<file path="src/rtl/mmul_uop_sequencer_pkg.sv">
// Shared types and defaults for the MMUL micro-op sequencer and its register remap.
package mmul_uop_sequencer_pkg;

    typedef enum logic [1:0] {
        UOP_PASS = 2'd0,
        UOP_ACC  = 2'd1,
        UOP_RED  = 2'd2
    } uop_mode_t;

    localparam int unsigned MMUL_UOP_COUNT = 3;
    localparam int unsigned IDX_W          = 3;

endpackage

</file>
<file path="src/rtl/mmul_reg_remap.sv">
// Combinational register-index rewrite for one MMUL micro-op; non-MMUL passes through.
module mmul_reg_remap
    import mmul_uop_sequencer_pkg::*;
#(
    parameter int unsigned NR_BITS = 6
) (
    input  logic               mmul_i,
    input  logic [IDX_W-1:0]   idx_i,
    input  logic               last_i,
    input  logic [NR_BITS-1:0] rd_i,
    input  logic [NR_BITS-1:0] rs1_i,
    input  logic [NR_BITS-1:0] rs2_i,
    output logic [NR_BITS-1:0] rd_o,
    output logic [NR_BITS-1:0] rs1_o,
    output logic [NR_BITS-1:0] rs2_o,
    output uop_mode_t          mode_o
);

    logic [NR_BITS-1:0] k_c;

    assign k_c = NR_BITS'(idx_i);

    // Accumulate steps walk rd/rs1 forward; the final reduce step folds back onto rd.
    always_comb begin
        rd_o   = rd_i;
        rs1_o  = rs1_i;
        rs2_o  = rs2_i;
        mode_o = UOP_PASS;
        if (mmul_i) begin
            if (last_i) begin
                mode_o = UOP_RED;
                rs1_o  = rd_i;
                rs2_o  = rd_i + NR_BITS'(1);
            end else begin
                mode_o = UOP_ACC;
                rd_o   = rd_i + k_c;
                rs1_o  = rs1_i + k_c;
                rs2_o  = rs1_i + k_c + NR_BITS'(2);
            end
        end
    end

endmodule

</file>
<file path="src/rtl/mmul_uop_sequencer.sv">
// Expands a decoded MMUL into UOP_COUNT ALU micro-ops; other instructions pass through.
// Optional perf counters enabled by defining MMUL_SEQ_PERF_EN.
module mmul_uop_sequencer
    import mmul_uop_sequencer_pkg::*;
#(
    parameter int unsigned NR_BITS   = 6,
    parameter int unsigned UOP_COUNT = MMUL_UOP_COUNT,
    parameter int unsigned PAYLOAD_W = 128
) (
    input  logic                 clk,
    input  logic                 reset,
    input  logic                 in_valid,
    output logic                 in_ready,
    input  logic                 in_is_mmul,
    input  logic [NR_BITS-1:0]   in_rd,
    input  logic [NR_BITS-1:0]   in_rs1,
    input  logic [NR_BITS-1:0]   in_rs2,
    input  logic [PAYLOAD_W-1:0] in_payload,
    output logic                 out_valid,
    input  logic                 out_ready,
    output logic [NR_BITS-1:0]   out_rd,
    output logic [NR_BITS-1:0]   out_rs1,
    output logic [NR_BITS-1:0]   out_rs2,
    output logic [1:0]           out_mode,
    output logic [2:0]           out_idx,
    output logic                 out_last,
    output logic [PAYLOAD_W-1:0] out_payload,
    output logic                 busy
`ifdef MMUL_SEQ_PERF_EN
    ,
    output logic [31:0]          perf_mmul_count,
    output logic [31:0]          perf_uop_count
`endif
);

    typedef enum logic {
        S_IDLE = 1'b0,
        S_SEQ  = 1'b1
    } seq_state_e;

    seq_state_e       state_q;
    logic [IDX_W-1:0] idx_q;
    logic             mmul_last_c;
    logic             last_c;
    logic             fire_c;
    uop_mode_t        mode_c;

    assign mmul_last_c = (idx_q == IDX_W'(UOP_COUNT - 1));
    assign last_c      = in_is_mmul ? mmul_last_c : 1'b1;
    assign fire_c      = in_valid && out_ready;

    mmul_reg_remap #(
        .NR_BITS(NR_BITS)
    ) u_remap (
        .mmul_i (in_is_mmul),
        .idx_i  (idx_q),
        .last_i (mmul_last_c),
        .rd_i   (in_rd),
        .rs1_i  (in_rs1),
        .rs2_i  (in_rs2),
        .rd_o   (out_rd),
        .rs1_o  (out_rs1),
        .rs2_o  (out_rs2),
        .mode_o (mode_c)
    );

    assign out_valid   = in_valid;
    assign out_mode    = 2'(mode_c);
    assign out_idx     = in_is_mmul ? idx_q : IDX_W'(0);
    assign out_last    = last_c;
    assign out_payload = in_payload;
    assign in_ready    = out_ready && last_c;
    assign busy        = (state_q == S_SEQ);

    // Sequence state advances only on an accepted micro-op, so backpressure just stalls.
    always_ff @(posedge clk) begin
        if (reset) begin
            state_q <= S_IDLE;
            idx_q   <= '0;
        end else if (fire_c) begin
            if (last_c) begin
                state_q <= S_IDLE;
                idx_q   <= '0;
            end else begin
                state_q <= S_SEQ;
                idx_q   <= idx_q + IDX_W'(1);
            end
        end
    end

`ifdef MMUL_SEQ_PERF_EN
    always_ff @(posedge clk) begin
        if (reset) begin
            perf_mmul_count <= '0;
            perf_uop_count  <= '0;
        end else if (fire_c && in_is_mmul) begin
            perf_uop_count <= perf_uop_count + 32'd1;
            if (mmul_last_c) begin
                perf_mmul_count <= perf_mmul_count + 32'd1;
            end
        end
    end
`endif

`ifndef SYNTHESIS
    // Upstream must hold the MMUL valid until its final micro-op is taken.
    a_no_drop_in_seq: assert property (@(posedge clk) disable iff (reset)
        (state_q == S_SEQ) |-> in_valid)
        else $error("mmul_uop_sequencer: in_valid dropped mid-sequence");
`endif

endmodule

</file>
<file path="config.mk">
export PLATFORM = sky130hd
export DESIGN_NAME = mmul_uop_sequencer
export DESIGN_NICKNAME = d
export VERILOG_FILES = /design/src/rtl/mmul_uop_sequencer_pkg.sv /design/src/rtl/mmul_reg_remap.sv /design/src/rtl/mmul_uop_sequencer.sv
export SDC_FILE = /design/constraint.sdc
export NUM_CORES = 1
export LEC_CHECK = 0
export BUFFER_PORTS_ARGS = -buffer_cell sky130_fd_sc_hd__buf_2
export CAP_MARGIN = 20
export CORE_AREA = 2 2 118 120
export CTS_BUF_LIST = sky130_fd_sc_hd__clkbuf_8
export DETAILED_ROUTE_END_ITERATION = 6
export DIE_AREA = 0 0 120 122
export PLACE_DENSITY_LB_ADDON = 0.25
export SLEW_MARGIN = 20
export SYNTH_ARGS = -nofsm -noshare
export SYNTH_HDL_FRONTEND = slang
export SYNTH_HIERARCHICAL = 1
export SYNTH_SLANG_ARGS = --single-unit
export TNS_END_PERCENT = 50
</file>
<file path="constraint.sdc">
create_clock -name clk -period 5.1 [get_ports clk]
set_input_delay 0.255 -clock clk [delete_from_list [all_inputs] [get_ports clk]]
set_output_delay 0.255 -clock clk [all_outputs]
set_load 0.01 [all_outputs]
</file>
==> qor.csv <==
metric,value,unit
"Area growth, synth to finish",-23.9,%
"most used cell, CP",ha_1,
Inst Count DP,357,
outcome,"finished, final reports clean",
standard-cell row count,43,
Tot GR Track Use,7.03,%
TritonCTS buffer count,3,
PostCTS Resize Cnt,0,
"reg-to-reg slack, setup",3560,ps
critical path capture point,out_rs2[5],
DRT iter0 DRCs,29,
Post-synth EDFFs,0,
Worst Tran Pin Value,499,ps
clock sinks,4,
Routed wire per std cell,15.1,um
crit path launch,idx_q[0],
CTS Root Cell,clkbuf_8,
vias in the first global route,1308,
maximum VDD drop,0.0990,mV
share of cells above drive strength 1,37.8,%
cell accounting for the most synthesized area,buf_4,
Rel. slew slack,66.7,%
global-route wire length before repair,7.82,mm
largest net degree at the start of global routing,28,
initial antenna violation count,2,
max-slew violation count,0,
crit-path max cell delay,430,ps
syn avg cell area,7.52,um2
Post-Syn Instances,260,
drt total wl,5.43,mm
crit-path max FO,7,
RSZ-0062 raised after global routing,false,
DRT Pass-1 Iters,4,
slowest CP cell,fa_1,
Vias,1227,
top-count cell post-synth,buf_4,
Post-Layout Cell Count,360,
Ant. Diodes,0,
grt ovf,0,
Synth Cell Area,0.00195,mm2
most frequent cells after synthesis,"129 x buf_4, 15 x a21oi_1, 12 x nand2_1",
TritonCTS clock tree,built,
final cycle utilization of the critical path,61.1,%
fin crit period,3110,ps
setup TNS,0,ps
Synth cell types,39,
Residual DRC,0,
clk_lat worst skew,220,ps
CP Depth,10,
power density over cell area,131,mW/mm2
"antenna viol nets, final",0,
kind of critical path,flop to primary output,
Final Skew,0.503,ps
Yosys Warn Count,6,
Worst EP arrival,2860,ps
Final Setup Violations,0,
r2r startpoint,idx_q[0],
Buf/Inv on CP,2,
H-tree levels,1,
DIE HEIGHT,122,um
share of the synthesized area in the top cell type,49.6,%
Reg-to-Reg End,idx_q[1],
Nets,345,
Hold Crit Class,input port to flop,
PortBufs,49,
Worst Setup Start Kind,flop,
Clock Tree Buf Depth,2,
"Reg clk slew, reported paths",30,ps
main flop type after synthesis,dfxtp_1,
"FFs w/ async S/R, synth",0,%
CP Cell Sequence,ha_1 -> fa_1 -> xor2_1 -> ha_1 -> inv_1 -> a221o_2 -> o41ai_2 -> mux2i_1 -> o221ai_1 -> buf_2,
core box area,0.0135,mm2
Synth Net Count,423,
total setup buffers inserted after CTS,0,
worst endpoint required time,4850,ps
Via density,3.41,
Max-Cap Viols,0,
post-synthesis sequential area ratio,4.10,%
largest cells by area after synthesis,"buf_4 50%, ha_1 6.4%, dfxtp_1 4.1%, a21oi_1 3.8%, xor2_1 3.1%",
die width,120,um
critical path capture point type,primary output,
initial cell density of the core,14.5,%
Final GP Congestion,0.668,
static leakage,0.000674,uW
FMAX,0.321,GHz
Crit path max-delay family,adder cells,
hold bufs inserted after CTS,0,
DIE AREA,0.0146,mm2
Top Ports,306,
Synth Register Bits,4,
Reg2Reg Depth,6,
Final HPWL DP,4.60,mm
Fin. Hold Viols,0,
-- flip-flops by register name, indices dropped and copies added (netlist names) --
name	count
idx_q	3
busy	1
-- kinds of logic (layout without fill, tap and decap cells) --
logic type               Yosys count  count (layout)  synth area share, %
buffers and inverters            142              62                 52.2
AND/OR/NAND/NOR                   51              51                 14.6
AO/OA/AOI/OAI                     32              32                 11.3
adder cells (fa/ha/maj)           12              12                 8.45
XOR/XNOR                          11              11                 4.93
multiplexers                       8               8                 4.42
flip-flops                         4               4                 4.10
-- placed cells by master, fill, tap and decap left out, types with 2 or more instances in the layout --
cell	count
a21o_1	2
a21oi_1	15
and2_1	4
buf_2	49
clkbuf_8	3
dfxtp_1	4
fa_1	2
ha_1	10
inv_1	9
mux2_2	5
mux2i_1	3
nand2_1	12
nand2b_1	2
nand3_1	6
nand3b_1	3
nor2_1	10
nor2b_1	3
o21ai_0	4
o221ai_1	3
o22ai_1	2
o41ai_2	2
xnor2_1	4
xor2_1	7
-- layer usage --
metal | GRT usage [%] | up-vias | part of all wire [%]
met5 | 0 | - | 0.50
met4 | 5.00 | 4 | 6.1
met3 | 2.29 | 62 | 10
met2 | 12.2 | 84 | 47
met1 | 7.10 | 512 | 36
li1 | - | 565 | -
-- worst min path at each step --
stage | to | cells after the start | start
2_1_floorplan | idx_q[2] | 1 | reset
3_3_place_gp | busy | 2 | busy
3_5_place_dp | busy | 2 | busy
4_1_cts | idx_q[2] | 2 | reset
5_1_grt | idx_q[2] | 2 | reset
6_report | idx_q[2] | 2 | reset
-- power breakdown --
group          switching, uW  leakage, uW  internal, uW
combinational           53.4     0.000620          39.8
sequential              1.12    0.0000325          32.4
clock                   17.6    0.0000216          50.4
total                   72.1     0.000674           123
-- worst register-to-register path: cells and delay by family, from the launching register on --
kind | cells | cell delay (ps)
adders and majority gates | 1 | 200
buffers and inverters | 2 | 260
DFF | 1 | 420
and+or+nand+nor | 2 | 300
AOI/OAI and AO/OA | 1 | 270
-- cell type report --
type / instances / area [um2]
Timing Repair Buffer: 50 / 253
Clock buffer: 3 / 41.3
Sequential cell: 4 / 80.1
Multi-Input combinational cell: 114 / 855
Inverter: 9 / 33.8
Fill cell: 1581 / 12000
Tap cell: 180 / 225
-- through the flow --
step,worst slack [ps],util [%],total power (uW),area (um2),hold slack (ps)
floorplan,2560,-,189,1950,324
global placement,2220,10.7,130,1450,484
detailed placement,2180,10.7,130,1450,487
CTS,1940,11.0,199,1490,286
global route,1800,11.0,213,1490,310
finish,1990,11.0,195,1490,292
(Power assumes the default switching activity.)
